[config.mk]
export PLATFORM = sky130hd
export DESIGN_NAME = tx_frame_scheduler
export DESIGN_NICKNAME = d
export VERILOG_FILES = /design/src/rtl/tx_frame_scheduler.sv
export SDC_FILE = /design/constraint.sdc
export NUM_CORES = 1
export LEC_CHECK = 0
export BUFFER_PORTS_ARGS = -buffer_cell sky130_fd_sc_hd__buf_4
export CORE_ASPECT_RATIO = 0.75
export CORE_MARGIN = 1.5
export CORE_UTILIZATION = 45
export DETAILED_ROUTE_END_ITERATION = 16
export GPL_ROUTABILITY_DRIVEN = 0
export GPL_TIMING_DRIVEN = 0
export HOLD_SLACK_MARGIN = 0.1
export PLACE_DENSITY = 0.67
export SLEW_MARGIN = 10
export SYNTH_ARGS = -nofsm -noshare
export SYNTH_HDL_FRONTEND = slang
export SYNTH_SLANG_ARGS = --single-unit
[constraint.sdc]
create_clock -name i_clk -period 2.2 [get_ports i_clk]
set_input_delay 0.11 -clock i_clk [delete_from_list [all_inputs] [get_ports i_clk]]
set_output_delay 0.11 -clock i_clk [all_outputs]
set_load 0.02 [all_outputs]
[src/rtl/tx_frame_scheduler.sv]
// ---------------------------------------------------------------------------
// tx_frame_scheduler
//
// Frame sequencer placed in front of the DCSK TX core. Host requests
// {reseed, seed, sf, msg} are queued in a small FIFO. Each frame is taken
// from the FIFO head. If the reseed flag is set, the chaos seed is loaded
// first. The block then pulses send and follows the core's busy flag until
// the frame finishes. A fixed guard gap separates consecutive frames.
//
// Parameters
//   DEPTH          request FIFO entries (power of two, >= 2)
//   GAP            idle cycles inserted after a frame completes (0 allowed)
//   START_TIMEOUT  cycles to wait for i_is_sending to rise (timeout build only)
//
// Build option
//   TX_FRAME_SCHEDULER_TIMEOUT_EN
//     defined   : WAIT_START gives up after START_TIMEOUT cycles, pulses
//                 o_err, drops the frame (no o_frame_done) and enters the gap
//     undefined : WAIT_START waits indefinitely, o_err is tied low
//
// Ports
//   i_clk          clock
//   i_rst          synchronous active-high reset (flushes FIFO, aborts frame)
//   i_valid        request valid
//   o_ready        request accepted when i_valid & o_ready (FIFO not full)
//   i_req_msg      [31:0] message payload
//   i_req_sf       [1:0]  spreading factor ID
//   i_req_seed     [7:0]  chaos seed
//   i_req_reseed   load the seed before this frame
//   o_msg          [31:0] to core message input (holding register)
//   o_sf           [1:0]  to core SF input (holding register)
//   o_seed         [7:0]  to core seed input (holding register)
//   o_load_seed    to core seed load, one-cycle pulse
//   o_send         to core send, one-cycle pulse
//   i_is_sending   from core busy flag
//   o_frame_done   one-cycle pulse per completed frame
//   o_err          one-cycle pulse on start timeout (0 in default build)
//   o_level        [$clog2(DEPTH):0] FIFO occupancy
//   o_busy         state != IDLE or FIFO non-empty
// ---------------------------------------------------------------------------
module tx_frame_scheduler #(
    parameter int DEPTH         = 4,
    parameter int GAP           = 2,
    parameter int START_TIMEOUT = 64
) (
    input  logic                   i_clk,
    input  logic                   i_rst,
    input  logic                   i_valid,
    output logic                   o_ready,
    input  logic [31:0]            i_req_msg,
    input  logic [1:0]             i_req_sf,
    input  logic [7:0]             i_req_seed,
    input  logic                   i_req_reseed,
    output logic [31:0]            o_msg,
    output logic [1:0]             o_sf,
    output logic [7:0]             o_seed,
    output logic                   o_load_seed,
    output logic                   o_send,
    input  logic                   i_is_sending,
    output logic                   o_frame_done,
    output logic                   o_err,
    output logic [$clog2(DEPTH):0] o_level,
    output logic                   o_busy
);

    localparam int AW = $clog2(DEPTH);
    localparam int LW = AW + 1;
    localparam int GW = (GAP > 1) ? $clog2(GAP) : 1;

    typedef enum logic [2:0] {
        ST_IDLE,
        ST_LOAD,
        ST_SEND,
        ST_WAIT_START,
        ST_WAIT_DONE,
        ST_GAP
    } state_t;

    state_t state;

    // -----------------------------------------------------------------------
    // Request FIFO: entries are {reseed, seed, sf, msg}
    // -----------------------------------------------------------------------
    logic [42:0]   mem [DEPTH];
    logic [AW-1:0] wr_ptr;
    logic [AW-1:0] rd_ptr;
    logic [LW-1:0] count;
    logic          push;
    logic          pop;

    logic [31:0]   head_msg;
    logic [1:0]    head_sf;
    logic [7:0]    head_seed;
    logic          head_reseed;

    // Ready depends only on the registered count, so i_valid has no
    // combinational path to o_ready.
    assign o_ready = (count != LW'(DEPTH));
    assign push    = i_valid && o_ready;
    assign pop     = (state == ST_IDLE) && (count != '0);

    assign {head_reseed, head_seed, head_sf, head_msg} = mem[rd_ptr];

    always_ff @(posedge i_clk) begin
        if (push) begin
            mem[wr_ptr] <= {i_req_reseed, i_req_seed, i_req_sf, i_req_msg};
        end
    end

    // Pointers are exactly AW bits wide, so they wrap at DEPTH on their own.
    always_ff @(posedge i_clk) begin
        if (i_rst) begin
            wr_ptr <= '0;
            rd_ptr <= '0;
            count  <= '0;
        end else begin
            if (push) begin
                wr_ptr <= wr_ptr + 1'b1;
            end
            if (pop) begin
                rd_ptr <= rd_ptr + 1'b1;
            end
            case ({push, pop})
                2'b10:   count <= count + 1'b1;
                2'b01:   count <= count - 1'b1;
                default: count <= count;
            endcase
        end
    end

    assign o_level = count;
    assign o_busy  = (state != ST_IDLE) || (count != '0);

    // The completion pulse is aligned to the cycle in which the core's busy
    // flag is first seen low. This gives the next pop exactly GAP+1 cycles
    // after the pulse.
    assign o_frame_done = (state == ST_WAIT_DONE) && !i_is_sending;

    // -----------------------------------------------------------------------
    // Frame sequencer
    // -----------------------------------------------------------------------
    logic [GW-1:0] gap_cnt;

`ifdef TX_FRAME_SCHEDULER_TIMEOUT_EN
    localparam int TW = $clog2(START_TIMEOUT + 1);
    logic [TW-1:0] to_cnt;
`else
    assign o_err = 1'b0;
`endif

    always_ff @(posedge i_clk) begin
        if (i_rst) begin
            state       <= ST_IDLE;
            o_msg       <= '0;
            o_sf        <= '0;
            o_seed      <= '0;
            o_load_seed <= 1'b0;
            o_send      <= 1'b0;
            gap_cnt     <= '0;
`ifdef TX_FRAME_SCHEDULER_TIMEOUT_EN
            to_cnt      <= '0;
            o_err       <= 1'b0;
`endif
        end else begin
            o_load_seed <= 1'b0;
            o_send      <= 1'b0;
`ifdef TX_FRAME_SCHEDULER_TIMEOUT_EN
            o_err       <= 1'b0;
`endif
            case (state)
                ST_IDLE: begin
                    if (pop) begin
                        o_msg <= head_msg;
                        o_sf  <= head_sf;
                        // The seed register tracks the last seed actually
                        // loaded into the core. A frame without reseed
                        // leaves the register unchanged.
                        if (head_reseed) begin
                            o_seed      <= head_seed;
                            o_load_seed <= 1'b1;
                            state       <= ST_LOAD;
                        end else begin
                            o_send <= 1'b1;
                            state  <= ST_SEND;
                        end
                    end
                end

                ST_LOAD: begin
                    o_send <= 1'b1;
                    state  <= ST_SEND;
                end

                ST_SEND: begin
                    state <= ST_WAIT_START;
`ifdef TX_FRAME_SCHEDULER_TIMEOUT_EN
                    to_cnt <= '0;
`endif
                end

                ST_WAIT_START: begin
                    if (i_is_sending) begin
                        state <= ST_WAIT_DONE;
                    end
`ifdef TX_FRAME_SCHEDULER_TIMEOUT_EN
                    else if (to_cnt == TW'(START_TIMEOUT - 1)) begin
                        // The core never started: drop the frame without
                        // a completion pulse and still honour the gap.
                        o_err <= 1'b1;
                        if (GAP == 0) begin
                            state <= ST_IDLE;
                        end else begin
                            state   <= ST_GAP;
                            gap_cnt <= '0;
                        end
                    end else begin
                        to_cnt <= to_cnt + 1'b1;
                    end
`endif
                end

                ST_WAIT_DONE: begin
                    if (!i_is_sending) begin
                        if (GAP == 0) begin
                            state <= ST_IDLE;
                        end else begin
                            state   <= ST_GAP;
                            gap_cnt <= '0;
                        end
                    end
                end

                ST_GAP: begin
                    if (gap_cnt == GW'(GAP - 1)) begin
                        state <= ST_IDLE;
                    end else begin
                        gap_cnt <= gap_cnt + 1'b1;
                    end
                end

                default: begin
                    state <= ST_IDLE;
                end
            endcase
        end
    end

endmodule

==> results.txt <==
----------------------------------------------------
[Logic synthesis]
  Simple-gate area share of the yosys netlist ... 6.26%
  Syn avg cell area ... 17.1 um2
  Sequential-to-total area share from yosys stat ... 74.9%
  Library cell occupying the most area in the post-synthesis netlist ... sky130_fd_sc_hd__edfxtp_1
  Post-synthesis xor/xnor area fraction ... 0.520%
  Count leader, synth ... sky130_fd_sc_hd__edfxtp_1
  Top cells by instance count after synthesis ... sky130_fd_sc_hd__edfxtp_1, sky130_fd_sc_hd__nand2_1, sky130_fd_sc_hd__dfxtp_1, sky130_fd_sc_hd__mux4_2, sky130_fd_sc_hd__a21oi_1
  Number of synthesized register bits ... 229
  Fraction of the mapped netlist area in adder cells ... 0.981%
  Area share of the largest cell type after synthesis ... 61.3%
  Net count after synthesis ... 544
  Number of synthesized flops with an enable pin ... 172
  Post-synthesis cell area ... 0.00842 mm2
  Count of mapped cells out of synthesis ... 491
  Leading register cell type out of synthesis ... sky130_fd_sc_hd__edfxtp_1
  Yosys warning count ... 0
  Number of distinct library cells after synthesis ... 38
  Async set or reset register ratio after synthesis ... 0%
  Portion of netlist area occupied by mux cells ... 12.6%
  Share of the synthesized area in compound gates (AO/OA/AOI/OAI) ... 2.72%
  Cell types occupying the most area after synthesis ... sky130_fd_sc_hd__edfxtp_1, sky130_fd_sc_hd__dfxtp_1, sky130_fd_sc_hd__mux4_2
  Combinational family with the most area after synthesis ... multiplexers

[STA]
  Worst relative slew slack ... 51.1%
  Achievable frequency ... 465 MHz
  Final count of pins violating max slew ... 0
  Clock period minus worst slack ... 2150 ps
  Transition time at the pin with the least slew margin ... 734 ps
  Setup violations, final ... 0
  Post-route worst setup slack ... 49.3 ps
  Worst Hold Margin ... 343 ps
  Clock Skew ... 17.8 ps
  Number of hold-slack violations in the final timing report ... 0
  Post-route clock period utilization ... 97.8%

[Power and ir drop]
  Power Internal ... 9.49 mW
  Combinational Power Share ... 32.5%
  Worst IR drop on VDD ... 0.000796 V
  P_leak ... 3.85 nW
  Share of power burned in the clock network ... 26.3%
  Post-route total power ... 13.8 mW
  Net switching fraction of the power ... 31.4%
  Net switching power figure ... 4.34 mW
  Part of the power in registers ... 41.2%
  Pwr Density ... 1280 mW/mm2

[Clock tree]
  CTS Root Buffer Type ... sky130_fd_sc_hd__clkbuf_16
  TritonCTS clock tree ... done
  Number of buffers on the longest clock path ... 3
  Clk_lat worst skew ... 510 ps
  CTS sink cnt ... 229
  CTS buffer count ... 22
  CTS clk-pin slew, worst paths ... 60 ps
  Number of levels in the clock H-tree ... 1

[Floorplan]
  Die boundary height ... 121 um
  Die Footprint ... 0.0195 mm2
  Number of rows in the core area ... 43
  Top-level I/O count ... 98
  Overall die width ... 161 um
  Initial Util ... 45.8%
  Core area ... 0.0184 mm2

[Route]
  DR vias ... 4,759
  Antenna-violating nets left ... 0
  Detailed-router iteration count before antenna repair ... 4
  Average detailed-routed wire length per instance ... 18.4 um
  Starting DRC count in detailed routing ... 383
  DRT Wirelength ... 17,100 um
  DRC Markers ... 0
  Via density ... 5.12

[Outcome]
  Status ... finished clean

[Worst setup path]
  Largest fanout on the critical path ... 6
  Critical Path Sink Type ... register
  Critical path type ... register to register
  WP data required ... 2610 ps
  Path depth of the worst reg2reg path ... 9
  Startpoint kind of the worst setup timing path ... register
  Critical path arrival ... 2560 ps

[Global route]
  Number of global-route vias before repair ... 4,871
  Global-route wire length before repair ... 25,900 um
  GRT Resource Usage Total ... 17.6%
  Grt total ovfl ... 0
  Maximum number of pins on one net before global-route repair ... 23
  Number of antenna violations at the first check in global routing ... 0

[Cells and area]
  Number of nets in the final layout ... 719
  Diode insertion count for antenna repair ... 0
  Total non-filler cell area in the finished layout ... 0.0108 mm2
  Area grow syn2layout ... 28.1%
  Share of the core filled with cells ... 58.6%
  Fraction of layout instances using a drive strength above 1 ... 30.6%

[Place]
  Estimated wirelength of the detail-placed design ... 10,600 um
  Post-DP Area ... 0.00957 mm2
  Count of input and output buffers ... 96
  Minimum setup slack after placement ... -316 ps

[Min path]
  Min-Delay Path Depth ... 2
  Worst hold-check path type ... primary input to register

[Flow run]
  Number of max-cap violations ... 0

----------------------------------------------------
## repair_timing
item / in CTS / in global routing
endpoints found under the hold margin: 178 / 0
hold buffers: 47 / 0
pin swaps: 2 / 1
setup buffers: 4 / 1
setup endpoints to repair: 2 / 1
gates resized for setup: 4 / 1
## path summary, 6_finish.rpt
path,from,to,slack [ps]
worst max-delay path,o_level[2],o_level[2],50
worst min-delay path,i_req_msg[7],mem[2][7],340
worst min register to register,o_msg[19],o_msg[19],460
worst max register to register,o_level[2],o_level[2],50
## logic make-up (layout without fill, tap and decap cells)
family,Yosys count,after routing
XOR/XNOR,5,5
AND/OR/NAND/NOR,119,119
adder cells (fa/ha/maj),6,6
AO/OA/AOI/OAI,44,44
multiplexers,52,52
buffers and inverters,35,226
flip-flops,229,229
other,1,1
## power groups by stage
stage / Sequential, mW / Clock [mW] / Combinational, mW
after floorplan: 6.10 / 0 / 2.51
after global placement: 5.77 / 0 / 4.18
after detailed placement: 5.79 / 0 / 4.33
after CTS: 5.71 / 3.69 / 4.53
after global routing: 5.76 / 3.86 / 4.85
final: 5.70 / 3.63 / 4.49
## placed cells by master (no fill, tap or decap), drive strengths merged, types with 2 or more instances in the layout
cell,count
nand3,2
o21ai,2
nor4,2
mux4,43
clkbuf,44
a21oi,40
inv,8
nand2b,3
nor3b,2
dlygate4sd3,47
nor2,21
clkinv,5
and2,2
buf,121
edfxtp,172
nor3,6
mux2i,8
nand2,72
or3,2
xnor2,2
xor2,3
and3,4
dfxtp,57
ha,5
## worst max-delay path, cell delays in order (launching register included)
cell and delay [ps]:
sky130_fd_sc_hd__dfxtp_4 370, sky130_fd_sc_hd__or3b_4 390, sky130_fd_sc_hd__and2_4 170, sky130_fd_sc_hd__inv_4 60, sky130_fd_sc_hd__ha_4 120, sky130_fd_sc_hd__inv_1 50
sky130_fd_sc_hd__fa_2 330, sky130_fd_sc_hd__xor2_1 160, sky130_fd_sc_hd__or3_1 310, sky130_fd_sc_hd__a21oi_1 130
## final cells by class
type,instances,area [um2]
inverter,8,45.0
clock inverter,6,50.0
timing repair buffer,152,1310
fill,1464,7620
multi-input combinational,227,1980
clock buffer,34,647
sequential,229,6310
buffer,26,135
tap,247,309
## per-stage QoR
| stage | TNS (ps) | instances |
|---|---|---|
| 2_1_floorplan | 0 | 491 |
| 3_3_place_gp | -128060 | 834 |
| 3_5_place_dp | -468 | 838 |
| 4_1_cts | 0 | 928 |
| 5_1_grt | -0.0262 | 929 |
| 6_report | 0 | 929 |
## sequential cells by signal, summed over array words and instances, names as in the netlist, named ones only
signal / cells
state: 3
mem: 172
o_send: 1
o_seed: 8
o_sf: 2
gap_cnt: 1
rd_ptr: 2
wr_ptr: 2
o_load_seed: 1
o_msg: 32
o_level: 3
## routing by layer
metal	up-vias	GRT usage (%)	share of wire, %
met5	-	0.535	0
met4	0	4.80	2.1
met3	32	4.20	7.2
li1	2198	-	-
met2	152	29.1	47
met1	2377	23.6	44
No activity file was read; power rests on OpenSTA's default activity.
